**src/rtl/pipeline_stall_ctrl.sv**
```systemverilog
// Stall/flush sequencer for the 5-stage pipeline: memory wait > taken branch > load-use.
// Define PIPELINE_PERF_CNT_EN to build the stall_cycles / flush_count performance counters.
module pipeline_stall_ctrl #(
   parameter int MEM_TIMEOUT = 16
) (
   input  logic        clk,
   input  logic        rst,
   input  logic        load_use_hazard,
   input  logic        branch_taken,
   input  logic        mem_req,
   input  logic        mem_ready,
   input  logic        err_clr,
   input  logic        perf_clr,
   output logic        pc_write,
   output logic        if_id_write,
   output logic        if_id_flush,
   output logic        id_ex_write,
   output logic        id_ex_flush,
   output logic        ex_mem_write,
   output logic        mem_wb_flush,
   output logic        mem_err,
   output logic [31:0] stall_cycles,
   output logic [31:0] flush_count
);

   localparam int      CW       = (MEM_TIMEOUT > 0) ? $clog2(MEM_TIMEOUT + 1) : 1;
   localparam bit      TO_EN    = (MEM_TIMEOUT != 0);
   localparam int      LAST_INT = (MEM_TIMEOUT > 0) ? MEM_TIMEOUT - 1 : 0;
   localparam logic [CW-1:0] CNT_LAST = CW'(LAST_INT);

   typedef enum logic {
      RUN      = 1'b0,
      MEM_WAIT = 1'b1
   } state_e;

   state_e        state_q, state_d;
   logic [CW-1:0] wait_cnt_q, wait_cnt_d;
   logic          mem_err_q, mem_err_d;
   logic          timeout;
   logic          freeze;

   assign timeout = TO_EN && (state_q == MEM_WAIT) && (wait_cnt_q == CNT_LAST);

   always_comb begin
      freeze = 1'b0;
      case (state_q)
         RUN:      freeze = mem_req && !mem_ready;
         MEM_WAIT: freeze = !mem_ready && !timeout;
         default:  freeze = 1'b0;
      endcase
   end

   always_ff @(posedge clk) begin
      if (rst) begin
         state_q    <= RUN;
         wait_cnt_q <= '0;
         mem_err_q  <= 1'b0;
      end else begin
         state_q    <= state_d;
         wait_cnt_q <= wait_cnt_d;
         mem_err_q  <= mem_err_d;
      end
   end

   always_comb begin
      state_d    = state_q;
      wait_cnt_d = wait_cnt_q;
      mem_err_d  = mem_err_q;
      case (state_q)
         RUN: begin
            if (mem_req && !mem_ready) begin
               state_d    = MEM_WAIT;
               wait_cnt_d = '0;
            end
         end
         MEM_WAIT: begin
            if (freeze) begin
               wait_cnt_d = wait_cnt_q + CW'(1);
            end else begin
               state_d    = RUN;
               wait_cnt_d = '0;
            end
         end
         default: begin
            state_d    = RUN;
            wait_cnt_d = '0;
         end
      endcase
      if (err_clr) mem_err_d = 1'b0;
      // A timeout in the same cycle as err_clr must not be lost.
      if (timeout && !mem_ready) mem_err_d = 1'b1;
   end

   always_comb begin
      pc_write     = 1'b1;
      if_id_write  = 1'b1;
      if_id_flush  = 1'b0;
      id_ex_write  = 1'b1;
      id_ex_flush  = 1'b0;
      ex_mem_write = 1'b1;
      mem_wb_flush = 1'b0;
      if (freeze) begin
         pc_write     = 1'b0;
         if_id_write  = 1'b0;
         id_ex_write  = 1'b0;
         ex_mem_write = 1'b0;
         mem_wb_flush = 1'b1;
      end else if (branch_taken) begin
         if_id_flush = 1'b1;
         id_ex_flush = 1'b1;
      end else if (load_use_hazard) begin
         pc_write    = 1'b0;
         if_id_write = 1'b0;
         id_ex_flush = 1'b1;
      end
   end

   assign mem_err = mem_err_q;

`ifdef PIPELINE_PERF_CNT_EN
   logic [31:0] stall_q, stall_d;
   logic [31:0] flush_q, flush_d;

   always_ff @(posedge clk) begin
      if (rst) begin
         stall_q <= '0;
         flush_q <= '0;
      end else begin
         stall_q <= stall_d;
         flush_q <= flush_d;
      end
   end

   always_comb begin
      stall_d = stall_q;
      flush_d = flush_q;
      if (perf_clr) begin
         stall_d = '0;
         flush_d = '0;
      end else begin
         if (!pc_write && (stall_q != '1))
            stall_d = stall_q + 32'd1;
         if (!freeze && branch_taken && (flush_q != '1))
            flush_d = flush_q + 32'd1;
      end
   end

   assign stall_cycles = stall_q;
   assign flush_count  = flush_q;
`else
   logic unused_perf;
   assign unused_perf  = perf_clr;
   assign stall_cycles = '0;
   assign flush_count  = '0;
`endif

endmodule

```
**config.mk**
```make
export PLATFORM = sky130hd
export DESIGN_NAME = pipeline_stall_ctrl
export DESIGN_NICKNAME = d
export VERILOG_FILES = /design/src/rtl/pipeline_stall_ctrl.sv
export SDC_FILE = /design/constraint.sdc
export NUM_CORES = 1
export LEC_CHECK = 0
export ABC_AREA = 1
export BUFFER_PORTS_ARGS = -buffer_cell sky130_fd_sc_hd__buf_2
export CAP_MARGIN = 20
export CELL_PAD_IN_SITES_DETAIL_PLACEMENT = 0
export CELL_PAD_IN_SITES_GLOBAL_PLACEMENT = 1
export CORE_ASPECT_RATIO = 1.4
export CORE_MARGIN = 4
export CORE_UTILIZATION = 24
export CTS_BUF_LIST = sky130_fd_sc_hd__clkbuf_2 sky130_fd_sc_hd__clkbuf_4 sky130_fd_sc_hd__clkbuf_8
export DETAILED_ROUTE_END_ITERATION = 6
export PLACE_DENSITY = 0.79
export SETUP_SLACK_MARGIN = 0.4
export SYNTH_ARGS = -nofsm -noshare
export SYNTH_HDL_FRONTEND = slang
export SYNTH_SLANG_ARGS = --single-unit
```
**constraint.sdc**
```tcl
create_clock -name clk -period 1.94 [get_ports clk]
set_input_delay 0.291 -clock clk [delete_from_list [all_inputs] [get_ports clk]]
set_output_delay 0.291 -clock clk [all_outputs]
set_load 0.02 [all_outputs]
```
==> reports/metrics.yaml <==
outcome:
  outcome: "finished, final reports clean"
worst_setup_path:
  worstPathArrival_ns: 1.50
  setup.worst_path.class: "flop to primary output"
  worst_path_max_delay_cell: "dfxtp_2"
  r2r_start: "wait_cnt_q[0]$_SDFFE_PP0P_"
  worstPathMaxFanout: 5
  critical-path-max-stage-delay_ns: 0.33
  crit_family: "simple AND/OR/NAND/NOR gates"
  reg2reg_end: "state_q$_SDFF_PP0_"
  reg2reg_depth: 10
  worstPathRequired_ns: 1.65
  critical_path.cell_chain: "ha_4 -> nand2_4 -> nor2_4 -> ha_4 -> nand2_4 -> inv_4 -> nor2_4 -> nor2_1 -> buf_2"
  reg_to_reg_setup_timing_slack_ns: 0.56
  cp_num_buf_inv: 2
  timing.critical_path.to_type: "primary output"
  critical_path.startpoint_type: "flop"
min_path:
  timing.hold.worst_path_depth: 4
  timing.hold.worst_endpoint: "mem_err$_SDFFE_PP0P_"
  worst_min_delay_path_category: "input port to flop"
  timing.hold.worst.start: "err_clr"
timing:
  period_minus_slack_ns: 1.79
  timing_max_transition_violations_final: 0
  unrepaired_setup_endpoints_after_global_routing: "true"
  final.setup_skew_ns: 0.000160
  hold_violations: 0
  fin_tns_setup_ns: 0
  fin_crit_sh_pct: 92.4
  final-setup-viol-count: 0
  achievable-frequency_mhz: 558
global_routing:
  antenna_found_initial: 0
  wire_length_of_the_first_global_routing_pass_um: 1680
  globalRouteTotalUtil_pct: 4.72
  grt_max_degree: 8
  global_route.overflow_total: 0
  grt_pass1_vias: 427
layout:
  regArea_um2: 143
  layout.cells.most_common_list: "64 x conb_1, 11 x nand2_1, 9 x buf_2"
  layout_commonest_cell: "conb_1"
  nNetsFinal: 152
  syn_to_final_growth_pct: 6.27
  drive_gt1_share_pct: 28.4
  finalNonFillerCells: 181
  nFillCells: 374
  diodes: 0
  layout.cell_area.non_filler_um2: 933
  share_of_the_core_filled_with_cells_pct: 27.1
  area_used_by_multi_input_combinational_logic_um2: 510
placement:
  dp_cell_count: 171
  place.port_buffers: 14
  post_dp_cell_area_um2: 758
  gp_congestion: 0.785
  post-dp-hpwl_um: 1050
yosys:
  ys_types: 18
  syn_avg_cell_area_um2: 7.32
  ys_ff_latch: 7
  synth-warning-count: 0
  synthesis.instances: 120
  synth_seq_area_share_pct: 16.0
  synth.cell_area_um2: 878
cts:
  cts_root_buf: "clkbuf_8"
  worstSkewPairLatency_ns: 0.22
  cts-hold-fix-buffers: 0
  numClockSinks: 7
  clk_pin_slew_ns: 0.04
  tritoncts_clock_tree: "yes"
  clockBufferDepth: 2
  clock_tree.htree_level_count: 1
  numCtsBuffers: 3
power_and_ir_drop:
  internal_pwr_total_uw: 335
  power.leakage_uw: 0.000522
  share_seq_of_total_power_pct: 27.2
  design_power_total_uw: 551
  clock_power_share_pct: 39.3
  combinational_cell_fraction_of_total_power_pct: 33.5
  max-vdd-ir-drop_uv: 218
  power-per-cell-area_nw_per_um2: 590
  fraction_of_power_spent_switching_nets_pct: 39.1
  switching_power_uw: 215
floorplan:
  die_w_um: 59.1
  placeable_core_region_um2: 3440
  placement_rows: 25
  initial_utilization_pct: 25.5
  fp.dieArea_um2: 4710
  die_h_um: 79.6
  boundaryPins: 80
drt:
  routed-via-count: 580
  detailed_routing_iterations_pass_1: 2
  wire_per_inst_um: 7.49
  drt_iter0_markers: 10
  routed_wl_um: 1360
  drt_drc_violations_left: 0
  viasPerCell: 3.20
  antenna_violating_nets_post_route: 0
job:
  cap_violations: 0
worst register-to-register path, delay by kind of cell, from the launching register on:
kind / cells / cell delay [ns]
AND/OR/NAND/NOR: 5 / 0.44
flip-flops: 1 / 0.33
adder cells (fa/ha/maj): 2 / 0.32
buffers and inverters: 3 / 0.23
cell usage after synthesis:
cell type / count / area (µm²)
nor2_2: 1 / 6.26
nand4_1: 1 / 6.26
or2_1: 1 / 6.26
o21ai_1: 1 / 5.00
inv_1: 6 / 22.5
nor3b_2: 1 / 12.5
nor2_1: 6 / 22.5
o21bai_1: 1 / 7.51
a21oi_2: 2 / 17.5
nand2_1: 13 / 48.8
dfxtp_1: 7 / 140
inv_2: 2 / 7.51
ha_1: 2 / 25.0
nand3_1: 3 / 15.0
buf_4: 66 / 495
conb_1: 1 / 3.75
a21oi_1: 5 / 25.0
nor2_4: 1 / 11.3
sequential cells by signal (all words and copies together) (netlist names):
signal      count
mem_err         1
state_q         1
wait_cnt_q      5
layer usage:
metal | part of all wire, % | track usage [%] | routed length, µm
met5 | 0 | 0 | 0
met4 | 0.59 | 3.40 | 8
met3 | 24 | 2.10 | 319
met2 | 47 | 7.85 | 636
met1 | 29 | 4.45 | 391
worst max path at each step:
stage / endpoint / slack [ns] / start / cells after the start
final: if_id_flush / 0.15 / wait_cnt_q[0]$_SDFFE_PP0P_ / 9
after global routing: if_id_write / 0.07 / wait_cnt_q[0]$_SDFFE_PP0P_ / 9
after CTS: pc_write / 0.12 / wait_cnt_q[1]$_SDFFE_PP0P_ / 9
after detailed placement: pc_write / 0.29 / wait_cnt_q[0]$_SDFFE_PP0P_ / 9
after global placement: if_id_write / 0.31 / wait_cnt_q[0]$_SDFFE_PP0P_ / 9
after floorplan: pc_write / 0.27 / wait_cnt_q[0]$_SDFFE_PP0P_ / 9
power groups by stage:
stage          sequential (µW)  clock, µW  combinational, µW
2_1_floorplan              151          0                249
3_3_place_gp               151          0                165
6_report                   150        216                184
4_1_cts                    149        222                178
3_5_place_dp               151          0                165
5_1_grt                    150        234                197
kinds of logic (layout without fill, tap and decap cells):
| logic type | after synthesis | count (layout) | synth area share, % |
|---|---|---|---|
| AOI/OAI and AO/OA | 9 | 9 | 6.27 |
| buffers and inverters | 74 | 32 | 59.8 |
| adders and majority gates | 2 | 2 | 2.85 |
| DFF | 7 | 7 | 16.0 |
| other | 1 | 64 | 0.427 |
| and+or+nand+nor | 27 | 27 | 14.7 |
stage by stage:
| stage | worst slack [ns] | hold slack [ns] |
|---|---|---|
| CTS | 0.117 | 0.320 |
| detailed placement | 0.285 | 0.462 |
| global placement | 0.305 | 0.451 |
| finish | 0.148 | 0.318 |
| global route | 0.0743 | 0.335 |
| floorplan | 0.273 | 0.353 |
timing repair:
item	in CTS	in global routing
buffers inserted	6	0
pin swaps	3	5
resized for setup	13	8
setup endpoints to repair	7	7
final cells by class:
cell class              count  area share [%]
multi-input cells         102            54.7
repair buffers             20            15.7
flip-flops and latches      7            15.3
well taps                  40            5.36
clock buffers               4            5.23
inverters                   8            3.75
Note: power is estimated with default switching activity, not from simulation.
